File: config.mk
export PLATFORM = sky130hd
export DESIGN_NAME = onetofour_demux_stream
export DESIGN_NICKNAME = d
export VERILOG_FILES = /design/src/rtl/onetofour_demux_stream.sv
export SDC_FILE = /design/constraint.sdc
export NUM_CORES = 1
export LEC_CHECK = 0
export CAP_MARGIN = 20
export CORE_UTILIZATION = 30
export DETAILED_ROUTE_END_ITERATION = 8
export GPL_ROUTABILITY_DRIVEN = 0
export MAX_ROUTING_LAYER = met4
export PLACE_DENSITY = 0.61
export SYNTH_ARGS = -nofsm -noshare
export SYNTH_HDL_FRONTEND = slang
export SYNTH_SLANG_ARGS = --single-unit
File: constraint.sdc
create_clock -name clk -period 2.1 [get_ports clk]
set_input_delay 0.42 -clock clk [delete_from_list [all_inputs] [get_ports clk]]
set_output_delay 0.42 -clock clk [all_outputs]
set_load 0.01 [all_outputs]
File: src/rtl/onetofour_demux_stream.sv
// onetofour_demux_stream: registered 1:4 valid/ready demux routing BURST_LEN-beat bursts by a select latched on the first beat; per-channel delivery counters under DEMUX_CNT_EN
module onetofour_demux_stream #(
  parameter int WIDTH = 1,
  parameter int BURST_LEN = 4
) (
  input  logic             clk,
  input  logic             rst_n,
  input  logic [WIDTH-1:0] din,
  input  logic             din_valid,
  output logic             din_ready,
  input  logic             s0,
  input  logic             s1,
  output logic [WIDTH-1:0] a,
  output logic [WIDTH-1:0] b,
  output logic [WIDTH-1:0] c,
  output logic [WIDTH-1:0] d,
  output logic             a_valid,
  output logic             b_valid,
  output logic             c_valid,
  output logic             d_valid,
  input  logic             a_ready,
  input  logic             b_ready,
  input  logic             c_ready,
  input  logic             d_ready,
  output logic             busy,
  output logic [1:0]       ch
`ifdef DEMUX_CNT_EN
  ,
  output logic [7:0]       a_cnt,
  output logic [7:0]       b_cnt,
  output logic [7:0]       c_cnt,
  output logic [7:0]       d_cnt
`endif
);
  localparam int CW = $clog2(BURST_LEN + 1);
  typedef enum logic [1:0] {IDLE, BURST, DRAIN} state_t;
  state_t state, state_nxt;
  logic [CW-1:0] cnt, cnt_nxt;
  logic [WIDTH-1:0] out_data;
  logic out_valid, sel_ready, take, acc;
  logic [3:0] rdy, vld;
  assign rdy = {d_ready, c_ready, b_ready, a_ready};
  assign sel_ready = rdy[ch];
  assign take = out_valid && sel_ready;
  assign din_ready = state != DRAIN && (!out_valid || sel_ready);
  assign acc = din_valid && din_ready;
  assign vld = out_valid ? 4'b0001 << ch : 4'b0000;
  assign {d_valid, c_valid, b_valid, a_valid} = vld;
  assign a = vld[0] ? out_data : '0;
  assign b = vld[1] ? out_data : '0;
  assign c = vld[2] ? out_data : '0;
  assign d = vld[3] ? out_data : '0;
  assign busy = state != IDLE;
  always_comb begin
    state_nxt = state;
    cnt_nxt = cnt;
    case (state)
      IDLE: if (acc) begin
        cnt_nxt = CW'(1);
        state_nxt = BURST_LEN == 1 ? DRAIN : BURST;
      end
      BURST: if (acc) begin
        cnt_nxt = cnt + CW'(1);
        state_nxt = cnt_nxt == CW'(BURST_LEN) ? DRAIN : BURST;
      end
      DRAIN: if (take) begin
        cnt_nxt = '0;
        state_nxt = IDLE;
      end
      default: begin
        cnt_nxt = '0;
        state_nxt = IDLE;
      end
    endcase
  end
  always_ff @(posedge clk or negedge rst_n) begin
    if (!rst_n) begin
      state <= IDLE;
      cnt <= '0;
      out_data <= '0;
      out_valid <= 1'b0;
      ch <= 2'b00;
    end else begin
      state <= state_nxt;
      cnt <= cnt_nxt;
      out_valid <= acc || (out_valid && !sel_ready);
      if (acc) out_data <= din;
      if (acc && state == IDLE) ch <= {s0, s1};
    end
  end
`ifdef DEMUX_CNT_EN
  logic [3:0][7:0] dcnt;
  assign {d_cnt, c_cnt, b_cnt, a_cnt} = dcnt;
  always_ff @(posedge clk or negedge rst_n) begin
    if (!rst_n) dcnt <= '0;
    else for (int i = 0; i < 4; i++) if (vld[i] && rdy[i]) dcnt[i] <= dcnt[i] + 8'd1;
  end
`endif
endmodule

==> run_results.csv, run 1 <==
group,metric,value,unit
run_status,status,"finished, final reports clean",
timing,fin_skew,0.002509,ns
routing,postRouteAntennaNets,0,
timing,setup_viol,0,
final_layout,syn_to_final_growth,46.91,%
yosys,ys_ff_latch,9,
clock_network,path_clk_slew,0.06,ns
yosys,synth.yosys.seq_area_share,0.3593,
yosys,syn_inst,61,
yosys,yosysWarnings,0,
timing,fin_crit_sh,0.9744,
timing,rsz0062_at_grt,"false",
routing,wl_per_cell,12.89,um
timing,tns,0,ns
worst_setup_path,crit_arrival,1.63,ns
timing,max_freq,0.4887,GHz
global_route,grt_use_total,0.1448,
clock_network,cts.root.buffer_cell,"clkbuf_4",
die,core-area,1962,sq um
yosys,synth_edf_count,0,
yosys,syn_nets,73,
placed_design,port_buffers,21,
clock_network,ctsLongestPathBuffers,2,
routing,vias_per_cell,4.922,
timing,finalMaxSlewViolations,0,
final_layout,drive_gt1_frac,0.2584,
power_and_ir_drop,pwr_density_cell,1282,nW/um^2
yosys,async_flop_share,1.000,
power_and_ir_drop,p_leak,0.0004054,uW
die,io_pins,22,
final_layout,diodes,0,
worst_setup_path,rrSetupSlack,0.32,ns
yosys,ys.flop_type,"dfrtp_1",
die,die_width,47.71,um
timing,min_period,2.046,ns
worst_setup_path,cp-start-kind,"input pin",
routing,first_pass_iters,4,
clock_network,cts_num_sinks,9,
routing,drt_iter0_markers,13,
final_layout,multi_input_area,359.1,sq um
yosys,yosysUniqueCellTypes,29,
timing,relSlewSlack,0.7117,
min_path,hold_class,"input pin to async pin",
die,die_h,47.71,um
yosys,avgSynthCellArea,10.28,sq um
worst_setup_path,required,1.68,ns
clock_network,htree_levels,1,
worst_setup_path,endpoint_kind,"output pin",
routing,drc,0,
global_route,grt_pass1_vias,527,
worst_setup_path,cp_max_fo,2,
power_and_ir_drop,irDropWorstVdd,0.5359,mV
global_route,grt_pass1_wl,2.221,mm
global_route,grt_start_max_net_pins,10,
timing,finalHoldViolations,0,
clock_network,cts_setup_buffers,0,
worst_setup_path,regToRegEndpoint,"out_data",
die,rows,16,
clock_network,cts_tree,"built",
flow_run,drv_cap,0,
routing,routed_wl,1.495,mm
timing,worst_slew_pin_slew,0.4311,ns
final_layout,fin_util,0.4694,
worst_setup_path,crit_type,"input pin to output pin",
global_route,antenna_found_initial,0,
die,start_util,0.3195,
routing,via_count,571,
worst_setup_path,r2r_start,"ch[0]",
final_layout,fillCellCount,212,
die,dieArea,2276,sq um
final_layout,seqCellArea,226.5,sq um
final_layout,final_nets,102,
clock_network,worstSkewPairLatency,0.26,ns
yosys,syn_area,626.9,sq um
worst_setup_path,rr_worst_depth,4,
global_route,grt-ovfl-total,0,
clock_network,cts_buffers,3,
==> critical path: stages <==
cell	delay, ns
clkdlybuf4s50_1	0.39
mux4_2	0.49
nor2_2	0.14
nor2b_1	0.05
buf_2	0.13
==> Yosys cell counts, types with 2 or more instances <==
master / number / area, sq um
o21ai_0: 2 / 10.01
mux2_2: 3 / 33.78
inv_1: 4 / 15.01
nor2_1: 4 / 15.01
a21oi_1: 2 / 10.01
buf_6: 2 / 22.52
dfrtp_1: 9 / 225.2
nor3_1: 2 / 10.01
nor3b_1: 4 / 30.03
o211ai_1: 3 / 22.52
nor2b_1: 3 / 18.77
nand2_1: 4 / 15.01
a211o_2: 2 / 20.02
ha_1: 2 / 25.02
==> where the power goes <==
| group | leakage, uW | total [uW] | internal [uW] | switching (uW) |
|---|---|---|---|---|
| sequential | 0.000107 | 320 | 245 | 74.7 |
| clock | 0.0000150 | 137 | 73.4 | 63.4 |
| combinational | 0.000284 | 724 | 406 | 318 |
| total | 0.000405 | 1180 | 725 | 456 |
==> final cells by class <==
class / count / share of cell area
Clock buffer: 4 / 0.02853
Inverter: 5 / 0.02174
Multi-Input combinational cell: 44 / 0.3899
Sequential cell: 9 / 0.2459
Tap cell: 27 / 0.03668
Timing Repair Buffer: 27 / 0.2772
==> metal layers <==
metal,vias to the layer above,track usage,part of all wire
li1,281,-,-
met1,267,0.1770,0.47
met2,21,0.2243,0.46
met3,2,0.02642,0.063
met4,0,0.07778,0.0067
met5,-,-,0
==> cells by family after synthesis <==
family | Yosys count | synth area share
buf+inv | 8 | 0.07184
fa+ha+maj | 2 | 0.03991
compound gates | 15 | 0.2056
simple gates | 21 | 0.1936
mux | 6 | 0.1297
flops | 9 | 0.3593
==> worst max-delay path by stage <==
stage	from	to	slack, ns
finish	d_ready	din_ready	0.05
global route	d_ready	din_ready	0.008
CTS	d_ready	din_ready	0.04
detailed placement	d_ready	din_ready	-0.29
global placement	d_ready	din_ready	-0.27
floorplan	ch[0]	out_data	0.31
==> cell usage in the layout, fill, tap and decap left out <==
cell type        synthesis  routed
clkdlybuf4s50_1          0      18
o211ai_1                 3       3
ha_1                     2       2
o21a_4                   1       1
clkbuf_4                 0       3
buf_2                    0       1
a221oi_2                 1       1
a211o_2                  2       2
nor3b_1                  4       4
nand2b_1                 1       1
buf_4                    0       6
mux2_2                   3       3
and4b_1                  1       1
o22ai_1                  1       1
dlymetal6s2s_1           0       2
inv_1                    4       4
mux4_2                   1       1
o21ai_0                  2       2
nand2_1                  4       4
nor2b_1                  3       3
a21o_1                   1       1
nor4bb_1                 1       1
clkinv_2                 0       1
nor2_2                   0       1
dfrtp_2                  0       1
clkbuf_1                 1       1
o211ai_2                 1       1
dfrtp_1                  9       8
nor3_1                   2       2
mux2_4                   1       1
mux2i_1                  1       1
and2_1                   1       1
nor2_1                   4       3
a21oi_1                  2       2
a41o_1                   1       1
==> sequential cells by signal (all words and copies together), names as in the netlist <==
name,count
out_valid,1
out_data,1
state,2
cnt,3
ch,2
==> through the flow <==
step / setup WS [ns] / std cells / cell area, sq um / power [uW] / hold WS [ns]
global route: 0.007653 / 116 / 920.9 / 1277 / 0.4924
floorplan: 0.3122 / 61 / 626.9 / 758.7 / 0.1244
finish: 0.05367 / 116 / 920.9 / 1181 / 0.4629
global placement: -0.2694 / 112 / 889.6 / 1043 / 0.4949
CTS: 0.04455 / 116 / 915.9 / 1195 / 0.4795
detailed placement: -0.2883 / 112 / 889.6 / 1059 / 0.5022
==> what timing repair did <==
action                     4_1_cts  5_1_grt
setup endpoints to repair        4        2
pin swaps                        1        0
hold buffers                     0        0
gates resized for setup          7        2
No activity file was read; power rests on OpenSTA's default activity.
==> run 2, diff against run 1 <==
- SKIP_LAST_GASP: not set -> 1
==> results of run 2 <==
The final DEF is identical to that of run 1; final timing and power are the same.
==> run 3, diff against run 2 <==
- ABC_AREA: not set -> 0
==> results of run 3 <==
The final DEF is identical to that of run 1; final timing and power are the same.
